$ cat src/rtl/alvo_colisao.sv
// alvo_colisao -- rectangular target that answers a projectile.
//
// Detects overlap between a round projectile (centre + radius) and a
// rectangular target, returns a one-cycle `acertou` pulse on a registered
// hit edge, tracks the target's lives, drives the renderer blink flag and
// raises game over once all lives are spent.
//
// Optional feature macro: ALVO_ESCUDO_EN
//   defined   -> a shield absorbs the first hit after reset / reiniciarJogo
//                (pulse + blink, no life lost).
//   undefined -> every hit costs a life.
//
// Ports:
//   CLOCK_50       in   system clock (50 MHz)
//   reset          in   asynchronous, active-high
//   pausa          in   freezes tick counter and FSM, hits ignored
//   reiniciarJogo  in   synchronous reload of lives and state
//   bola_x/bola_y  in   projectile centre (screen coordinates)
//   bola_raio      in   projectile radius
//   alvo_x/alvo_y  in   target top-left corner (screen coordinates)
//   acertou        out  one-cycle hit pulse
//   alvo_vivo      out  1 while VIVO or ATINGIDO
//   piscar         out  1 = draw the target this frame
//   vidas          out  remaining lives
//   fim_de_jogo    out  1 in MORTO
module alvo_colisao #(
  parameter int LARGURA     = 30,
  parameter int ALTURA      = 20,
  parameter int VIDAS_INI   = 3,
  parameter int DIV_TICK    = 200000,
  parameter int PISCA_TICKS = 64
) (
  input  logic       CLOCK_50,
  input  logic       reset,
  input  logic       pausa,
  input  logic       reiniciarJogo,
  input  logic [9:0] bola_x,
  input  logic [9:0] bola_y,
  input  logic [9:0] bola_raio,
  input  logic [9:0] alvo_x,
  input  logic [9:0] alvo_y,
  output logic       acertou,
  output logic       alvo_vivo,
  output logic       piscar,
  output logic [2:0] vidas,
  output logic       fim_de_jogo
);

  // Tick counter must hold DIV_TICK-1; blink counter needs at least bit 3
  // because the blink phase is taken from it.
  localparam int TW = (DIV_TICK > 1) ? $clog2(DIV_TICK) : 1;
  localparam int BW = (PISCA_TICKS > 16) ? $clog2(PISCA_TICKS) : 4;

  localparam logic [TW-1:0] TICK_ULT  = TW'(DIV_TICK - 1);
  localparam logic [BW-1:0] PISCA_ULT = BW'(PISCA_TICKS - 1);
  localparam logic [2:0]    VIDAS_RST = 3'(VIDAS_INI);

  typedef enum logic [1:0] {VIVO, ATINGIDO, MORTO} estado_t;

  estado_t       estado;
  logic [TW-1:0] tick_cnt;
  logic          tick;
  logic [BW-1:0] pisca_cnt;
  logic [BW-1:0] pisca_prox;
  logic          ov, ov_q, ov_qq, hit;
  logic [10:0]   bx, by, br, ax, ay;
  logic          estacionado;
`ifdef ALVO_ESCUDO_EN
  logic          escudo;
`endif

  // ---------------- game tick ----------------
  assign tick = !pausa && (tick_cnt == TICK_ULT);

  always_ff @(posedge CLOCK_50 or posedge reset) begin
    if (reset)                tick_cnt <= '0;
    else if (reiniciarJogo)   tick_cnt <= '0;
    else if (!pausa)          tick_cnt <= (tick_cnt == TICK_ULT) ? '0 : tick_cnt + 1'b1;
  end

  // ---------------- overlap ----------------
  // Widened to 11 bits so screen coordinate + radius sums do not wrap.
  assign bx = {1'b0, bola_x};
  assign by = {1'b0, bola_y};
  assign br = {1'b0, bola_raio};
  assign ax = {1'b0, alvo_x};
  assign ay = {1'b0, alvo_y};

  // The projectile parks at (>=1000, >=1000) when it is not in flight.
  assign estacionado = (bola_x >= 10'd1000) || (bola_y >= 10'd1000);

  assign ov = !estacionado &&
              (bx + br >= ax) && (bx <= ax + 11'(LARGURA) + br) &&
              (by + br >= ay) && (by <= ay + 11'(ALTURA) + br);

  // ov_q tracks overlap even under pausa, so releasing pausa with the
  // projectile already inside does not fabricate an edge.
  always_ff @(posedge CLOCK_50 or posedge reset) begin
    if (reset) begin
      ov_q  <= 1'b0;
      ov_qq <= 1'b0;
    end else if (reiniciarJogo) begin
      ov_q  <= 1'b0;
      ov_qq <= 1'b0;
    end else begin
      ov_q  <= ov;
      ov_qq <= ov_q;
    end
  end

  assign hit        = ov_q && !ov_qq;
  assign pisca_prox = pisca_cnt + 1'b1;

  // ---------------- target FSM ----------------
  always_ff @(posedge CLOCK_50 or posedge reset) begin
    if (reset) begin
      estado      <= VIVO;
      vidas       <= VIDAS_RST;
      pisca_cnt   <= '0;
      acertou     <= 1'b0;
      piscar      <= 1'b1;
      alvo_vivo   <= 1'b1;
      fim_de_jogo <= 1'b0;
`ifdef ALVO_ESCUDO_EN
      escudo      <= 1'b1;
`endif
    end else if (reiniciarJogo) begin
      estado      <= VIVO;
      vidas       <= VIDAS_RST;
      pisca_cnt   <= '0;
      acertou     <= 1'b0;
      piscar      <= 1'b1;
      alvo_vivo   <= 1'b1;
      fim_de_jogo <= 1'b0;
`ifdef ALVO_ESCUDO_EN
      escudo      <= 1'b1;
`endif
    end else if (pausa) begin
      acertou <= 1'b0;
    end else begin
      acertou <= 1'b0;
      case (estado)
        VIVO: begin
          piscar <= 1'b1;
          if (hit) begin
            acertou   <= 1'b1;
            pisca_cnt <= '0;
            estado    <= ATINGIDO;
`ifdef ALVO_ESCUDO_EN
            if (escudo)           escudo <= 1'b0;
            else if (vidas != 0)  vidas  <= vidas - 3'd1;
`else
            if (vidas != 0)       vidas  <= vidas - 3'd1;
`endif
          end
        end
        ATINGIDO: begin
          if (tick) begin
            if (pisca_cnt == PISCA_ULT) begin
              if (vidas == 3'd0) begin
                estado      <= MORTO;
                alvo_vivo   <= 1'b0;
                piscar      <= 1'b0;
                fim_de_jogo <= 1'b1;
              end else begin
                estado <= VIVO;
                piscar <= 1'b1;
              end
            end else begin
              pisca_cnt <= pisca_prox;
              // Draw for 8 ticks, hide for 8 ticks, ...
              piscar    <= ~pisca_prox[3];
            end
          end
        end
        MORTO: begin
          alvo_vivo   <= 1'b0;
          piscar      <= 1'b0;
          fim_de_jogo <= 1'b1;
        end
        default: estado <= VIVO;
      endcase
    end
  end

endmodule

$ cat config.mk
export PLATFORM = sky130hd
export DESIGN_NAME = alvo_colisao
export DESIGN_NICKNAME = d
export VERILOG_FILES = /design/src/rtl/alvo_colisao.sv
export SDC_FILE = /design/constraint.sdc
export NUM_CORES = 1
export LEC_CHECK = 0
export BUFFER_PORTS_ARGS = -buffer_cell sky130_fd_sc_hd__buf_2
export CAP_MARGIN = 20
export CORE_MARGIN = 2
export CORE_UTILIZATION = 54
export DETAILED_ROUTE_END_ITERATION = 8
export GPL_ROUTABILITY_DRIVEN = 0
export GPL_TIMING_DRIVEN = 1
export PLACE_DENSITY = 0.82
export SYNTH_ARGS = -nofsm -noshare
export SYNTH_HDL_FRONTEND = slang
export SYNTH_SLANG_ARGS = --single-unit
$ cat constraint.sdc
create_clock -name CLOCK_50 -period 1.9 [get_ports CLOCK_50]
set_input_delay 0.38 -clock CLOCK_50 [delete_from_list [all_inputs] [get_ports CLOCK_50]]
set_output_delay 0.38 -clock CLOCK_50 [all_outputs]
set_load 0.02 [all_outputs]
== After elaboration in Yosys (flattened, before gate mapping) ==
Cells that the tools add are included.
Operators by class
  add/sub/neg operators: 9
  magnitude comparators: 6
  eq/ne operators: 11
  multiplexer cells: 45
  bitwise gates (word level): 1
  reductions and logical operators: 24
Operator list (count)
  two-way mux 18 bit: 3
  two-way mux 6 bit: 5
  adder 10 x 10 -> 11 bit: 2
  adder 10 x 5 -> 11 bit, second input constant: 2
  adder 11 x 10 -> 11 bit: 2
  greater-or-equal comparator 11 x 10 -> 1 bit: 2
  less-or-equal comparator 10 x 11 -> 1 bit: 2
  two-way mux 1 bit: 21
  greater-or-equal comparator 10 bit, second input constant: 2
  adder 18 x 1 -> 18 bit, second input constant: 1
  == test 18 bit, second input constant: 1
  two-way mux 3 bit: 5
  != test 3 bit, second input constant: 5
  AND reduction 5 bit: 3
  two-way mux 2 bit: 6
  one-hot mux 6 bit (2 select lines): 1
  nonzero test 3 bit: 3
  adder 6 x 1 -> 6 bit, second input constant: 1
  == test 6 bit, second input constant: 1
  logical AND 1 bit: 6
  one-hot mux 2 bit (3 select lines): 1
  nonzero test 2 bit: 3
  one-hot mux 1 bit (2 select lines): 2
  AND reduction 4 bit: 1
  other kinds (13): 15
Word-level totals
  bits in registers: 35
  bits of input ports: 54
  output and inout port bits: 7
  logic and storage cells: 106

== Logic depth before layout (Yosys ltp) ==
  depth in word-level cells: 8
  mapped depth: 19
  mapped depth without buffers: 19

== Worst setup path before layout ==
OpenSTA, ideal clock, no wires.
  path type: input -> register
  from: in bola_raio[4]
  to: reg ov_q
  setup time: 68 ps
  arrival: 3238 ps
  data required time: 1832 ps
  path slack: -1405 ps
  stages on the path: 15
  buffers on the path: 0
  cells stage by stage: inv_1 -> ha_1 -> inv_1 -> ha_1 -> a21o_1 -> a21oi_1 -> o21ai_0 -> o31ai_1 -> xor2_1 -> ha_1 -> a21o_1 -> a21oi_1 -> or3b_2 -> a31oi_1 -> and4_1
On the way
  cells in the longest elaborated chain, start to end: 7
  elaborated cells between the ends (all ways): 13
  those cells by class: add/sub (4); order compare (4); mux (1); reduce/logical (4)
Ends and longest elaborated chain
  from (decl): line 39  | input logic [9:0] bola_raio,
  adder 10 x 10 -> 11 bit: line 93  | (bx + br >= ax) && (bx <= ax + 11'(LARGURA) + br) &&
  greater-or-equal comparator 11 x 10 -> 1 bit: line 93
  logical AND 1 bit: line 92  | assign ov = !estacionado &&
  logical AND 1 bit (2 in a row): line 93
  logical AND 1 bit *: line 94  | (by + br >= ay) && (by <= ay + 11'(ALTURA) + br);
  two-way mux 1 bit *: line 102  | end else if (reiniciarJogo) begin
  to (signal assigned): line 106  | ov_q <= ov;
  to (decl): line 65  | logic ov, ov_q, ov_qq, hit;
Every way passes the cells marked *; elsewhere a longest branch is shown, timed or not.
A chain may end at the register's enable or synchronous reset.

== Worst setup path after layout ==
  from: in bola_y[2]
  to: reg ov_q
On the way
  cells in the longest elaborated chain, start to end: 8
  elaborated cells between the ends (all ways): 11
  those cells by class: add/sub (1); order compare (3); mux (1); reduce/logical (6)
Ends and longest elaborated chain
  from (decl): line 38  | input logic [9:0] bola_y,
  parallel branches: the longest is 6 deep, another holds adder 10 x 10 -> 11 bit
  logical AND 1 bit *: line 94
  two-way mux 1 bit *: line 102
Mark *: on every way between the ends.

==> impl_results.md <==
- WP data arrival: 3.35 ns
- Pre-CTS WS: -1.592 ns
- TritonCTS clock tree: yes
- Mapped cell area: 0.004557 mm²
- Req. time, crit path: 2.07 ns
- Synthesis-stage register bit count: 35
- Site row count: 33
- Cell Count, Final, Fillers Out: 838
- H-tree depth: 2
- Fin. max-slew vios: 0
- NumNets Final: 892
- Area Growth Syn to Fin: 40.42%
- Flop-to-flop setup slack: -0.02 ns
- Failing checks: setup timing
- Post-synthesis xor/xnor area fraction: 8.457%
- Tmin final: 3.177 ns
- Crit path launch type: input port
- Slowest-stage cell, CP: o311a_4
- Largest family of logic cells by synthesized area: adder cells
- Final period utilization: 167.2%
- Vias in the first global route: 4817
- FF-to-FF End: alvo_vivo
- Post-synth EDFFs: 0
- Ys Warns: 0
- First-pass GRT wire length: 20.10 mm
- PD cells: 522.0 mW/mm²
- Max clock buf depth: 2
- Die ar.: 0.009189 mm²
- Sw Share: 37.56%
- I/O pins: 61
- Fin Setup TNS: -1.325 ns
- Hold_buf cts: 0
- DIE HEIGHT: 95.86 µm
- Combinational share of power: 58.8%
- Dpl hpwl: 9.810 mm
- Share of post-route cells with drive strength above 1: 36.15%
- Reg clk slew, reported paths: 0.07 ns
- Mean Syn Cell Area: 8.361 µm²
- Crit-path max cell delay: 0.39 ns
- Die width: 95.86 µm
- Clk pwr share: 17.5%
- Max_cap viols: 0
- CTS Sinks: 35
- Cells after synthesis: 545
- Maximum vdd drop: 300.1 µV
- Fill cells: 519
- Distinct cell type count after synthesis: 51
- Compound-gate portion of the synthesized area: 17.41%
- Int Pwr: 2.086 mW
- Via density: 5.679
- GRT Total Usage: 27.61%
- Post-synthesis mux area share: 0%
- CP Cell Sequence: buf_2 > ha_1 > nor2b_2 > o21ai_2 > a21boi_2 > o311a_4 > a21oi_2 > ha_4 > a2111oi_4 > o31a_1 > nor3_2 > o41ai_2 > a31oi_4 > and4_1
- Antenna cell count: 0
- Dpl cell area: 0.005931 mm²
- Number of port buffers: 60
- Crit-path max FO: 3
- Final Hold Viols: 0
- Largest net degree at the start of global routing: 36
- Most common cell after layout, fill and taps aside: buf_4
- Most frequent cells in the layout: buf_4 (128), ha_1 (91), inv_1 (59)
- Net Count, Synth: 705
- GRT overflow: 0
- FFs w/ async S/R, synth: 100.0%
- Cell family with most CP delay: compound AO/OA/AOI/OAI gates
- WL final: 13.33 mm
- Outcome: finished with violations
- Register area share after synthesis: 19.33%
- Initial antenna violation count: 0
- Drt initial violations: 141
- Unrepaired setup endpoints after global routing: true
- Most used DFF post-synth: dfrtp_1
- Detailed Routing Iterations Pass 1: 5
- Slew HR: 60.14%
- NetSw: 1.254 mW
- Hold Path Class: input port to async pin
- Leak: 3.243 nW
- Post-route setup slack: -1.277 ns
- Via count: 4759
- Adder-cell share of the synthesized area: 29.76%
- Synth Area in Simple Gates: 18.86%
- Clk_skew: 0.009216 ns
- DR DRC count: 0
- Core Area: 0.008217 mm²
- Starting Density: 55.46%
- Sequential power share: 23.7%
- Clock Tree Root: clkbuf_8
- Final setup viols: 7
- Finished Cell Area: 0.006399 mm²
- Worst-Margin Slew: 0.5829 ns
- Worst Path Buf+Inv: 1
- Fmax: 314.8 MHz
- WS Path Type: input port to flop
- Critical Path Sink Type: flop
- Antenna Violating Nets Remaining: 0
- Worst r2r path cells: 8
- Wire length per cell: 15.90 µm
- Worst skew pair latency: 0.29 ns
- Reg2reg start: tick_cnt[0]
- Dpl cells: 823
- CTS buffer count: 5
-- cell type report --
class / instances / area [µm²] / share of cell area (%)
clock buffers: 8 / 100.1 / 1.564
inverters: 64 / 240.2 / 3.754
multi-input cells: 438 / 3762 / 58.80
flip-flops and latches: 35 / 880.8 / 13.77
well taps: 105 / 131.4 / 2.053
repair buffers: 188 / 1284 / 20.06
-- per-stage QoR --
step | power, mW | utilization, % | hold WS (ns)
5_1_grt | 3.589 | 77.87 | 0.2182
4_1_cts | 3.142 | 74.74 | 0.1941
6_report | 3.340 | 77.87 | 0.1710
3_5_place_dp | 2.503 | 72.18 | 0.4664
2_1_floorplan | 1.854 | - | 0.4449
3_3_place_gp | 2.405 | 72.18 | 0.4666
-- per-layer routing --
layer / vias up / share of wire [%] / GRT usage [%]
met5: - / 0 / 0
met4: 0 / 5.5 / 15.60
met3: 55 / 3.5 / 4.072
met2: 141 / 53 / 53.09
met1: 2244 / 38 / 28.13
li1: 2319 / - / -
-- worst max path at each step --
stage,start,slack [ns],endpoint,cells after the start
after global placement,bola_raio[1],-1.47,ov_q,15
after CTS,bola_raio[0],-1.18,ov_q,17
after floorplan,alvo_y[1],-1.16,ov_q,16
final,bola_y[2],-1.28,ov_q,14
after detailed placement,bola_raio[1],-1.59,ov_q,15
after global routing,bola_y[1],-1.39,ov_q,16
-- power groups by stage --
stage | registers, mW | logic [mW] | clock network [mW]
final | 0.792 | 1.96 | 0.585
after CTS | 0.790 | 1.76 | 0.591
after detailed placement | 0.803 | 1.70 | 0
after global routing | 0.794 | 2.17 | 0.630
after global placement | 0.803 | 1.60 | 0
after floorplan | 0.810 | 1.04 | 0
-- worst register-to-register path, stage by stage, from the launching register on --
cell,delay [ns]
dfrtp_1,0.36
ha_2,0.19
and3_4,0.21
nand3_4,0.10
or3_4,0.46
nor3_4,0.15
o211ai_1,0.12
o21a_1,0.13
a21o_1,0.15
-- Yosys cell counts (all sizes together), types with 2 or more instances --
cell       n  area [µm²]
ha       102        1276
inv       64       240.2
nor2      46       172.7
o21ai     38       190.2
a21oi     34       170.2
dfrtp     31       775.7
xnor2     23       201.4
xor2      21       183.9
nand3     20       100.1
nand2     16       62.56
a21o      15       112.6
nor3      14       92.59
nand2b    13       81.33
nor2b     13       81.33
nand4      8       50.05
and3       7       43.79
o211ai     7       57.55
o31ai      6       45.04
a2111oi    5       43.79
buf        5       30.02
o21a       5       37.54
dfstp      4       105.1
fa         4       80.08
nor4       4       25.02
or3        4       25.02
a21boi     3       22.52
a31oi      3       18.77
and4       3       27.53
clkbuf     3       11.26
nand3b     3       22.52
nor4b      3       26.28
o2111ai    3       26.28
a211oi     2       15.01
and2       2       12.51
o41ai      2       17.52
or2        2       12.51
-- timing repair --
action / 4_1_cts / 5_1_grt
gates resized for setup: 25 / 51
endpoints found under the setup margin: 12 / 17
pin swaps: 20 / 31
buffers inserted: 3 / 4
-- flip-flops by register name, indices dropped and copies added, names as in the netlist, 2 cells and up --
signal and cells:
estado 2, tick_cnt 18, vidas 3, pisca_cnt 6
-- cells by family after synthesis --
| kind of cell | Yosys count |
|---|---|
| flops | 35 |
| xor+xnor | 44 |
| simple gates | 161 |
| buf+inv | 72 |
| fa+ha+maj | 106 |
| compound gates | 127 |
No activity file was read; power rests on OpenSTA's default activity.
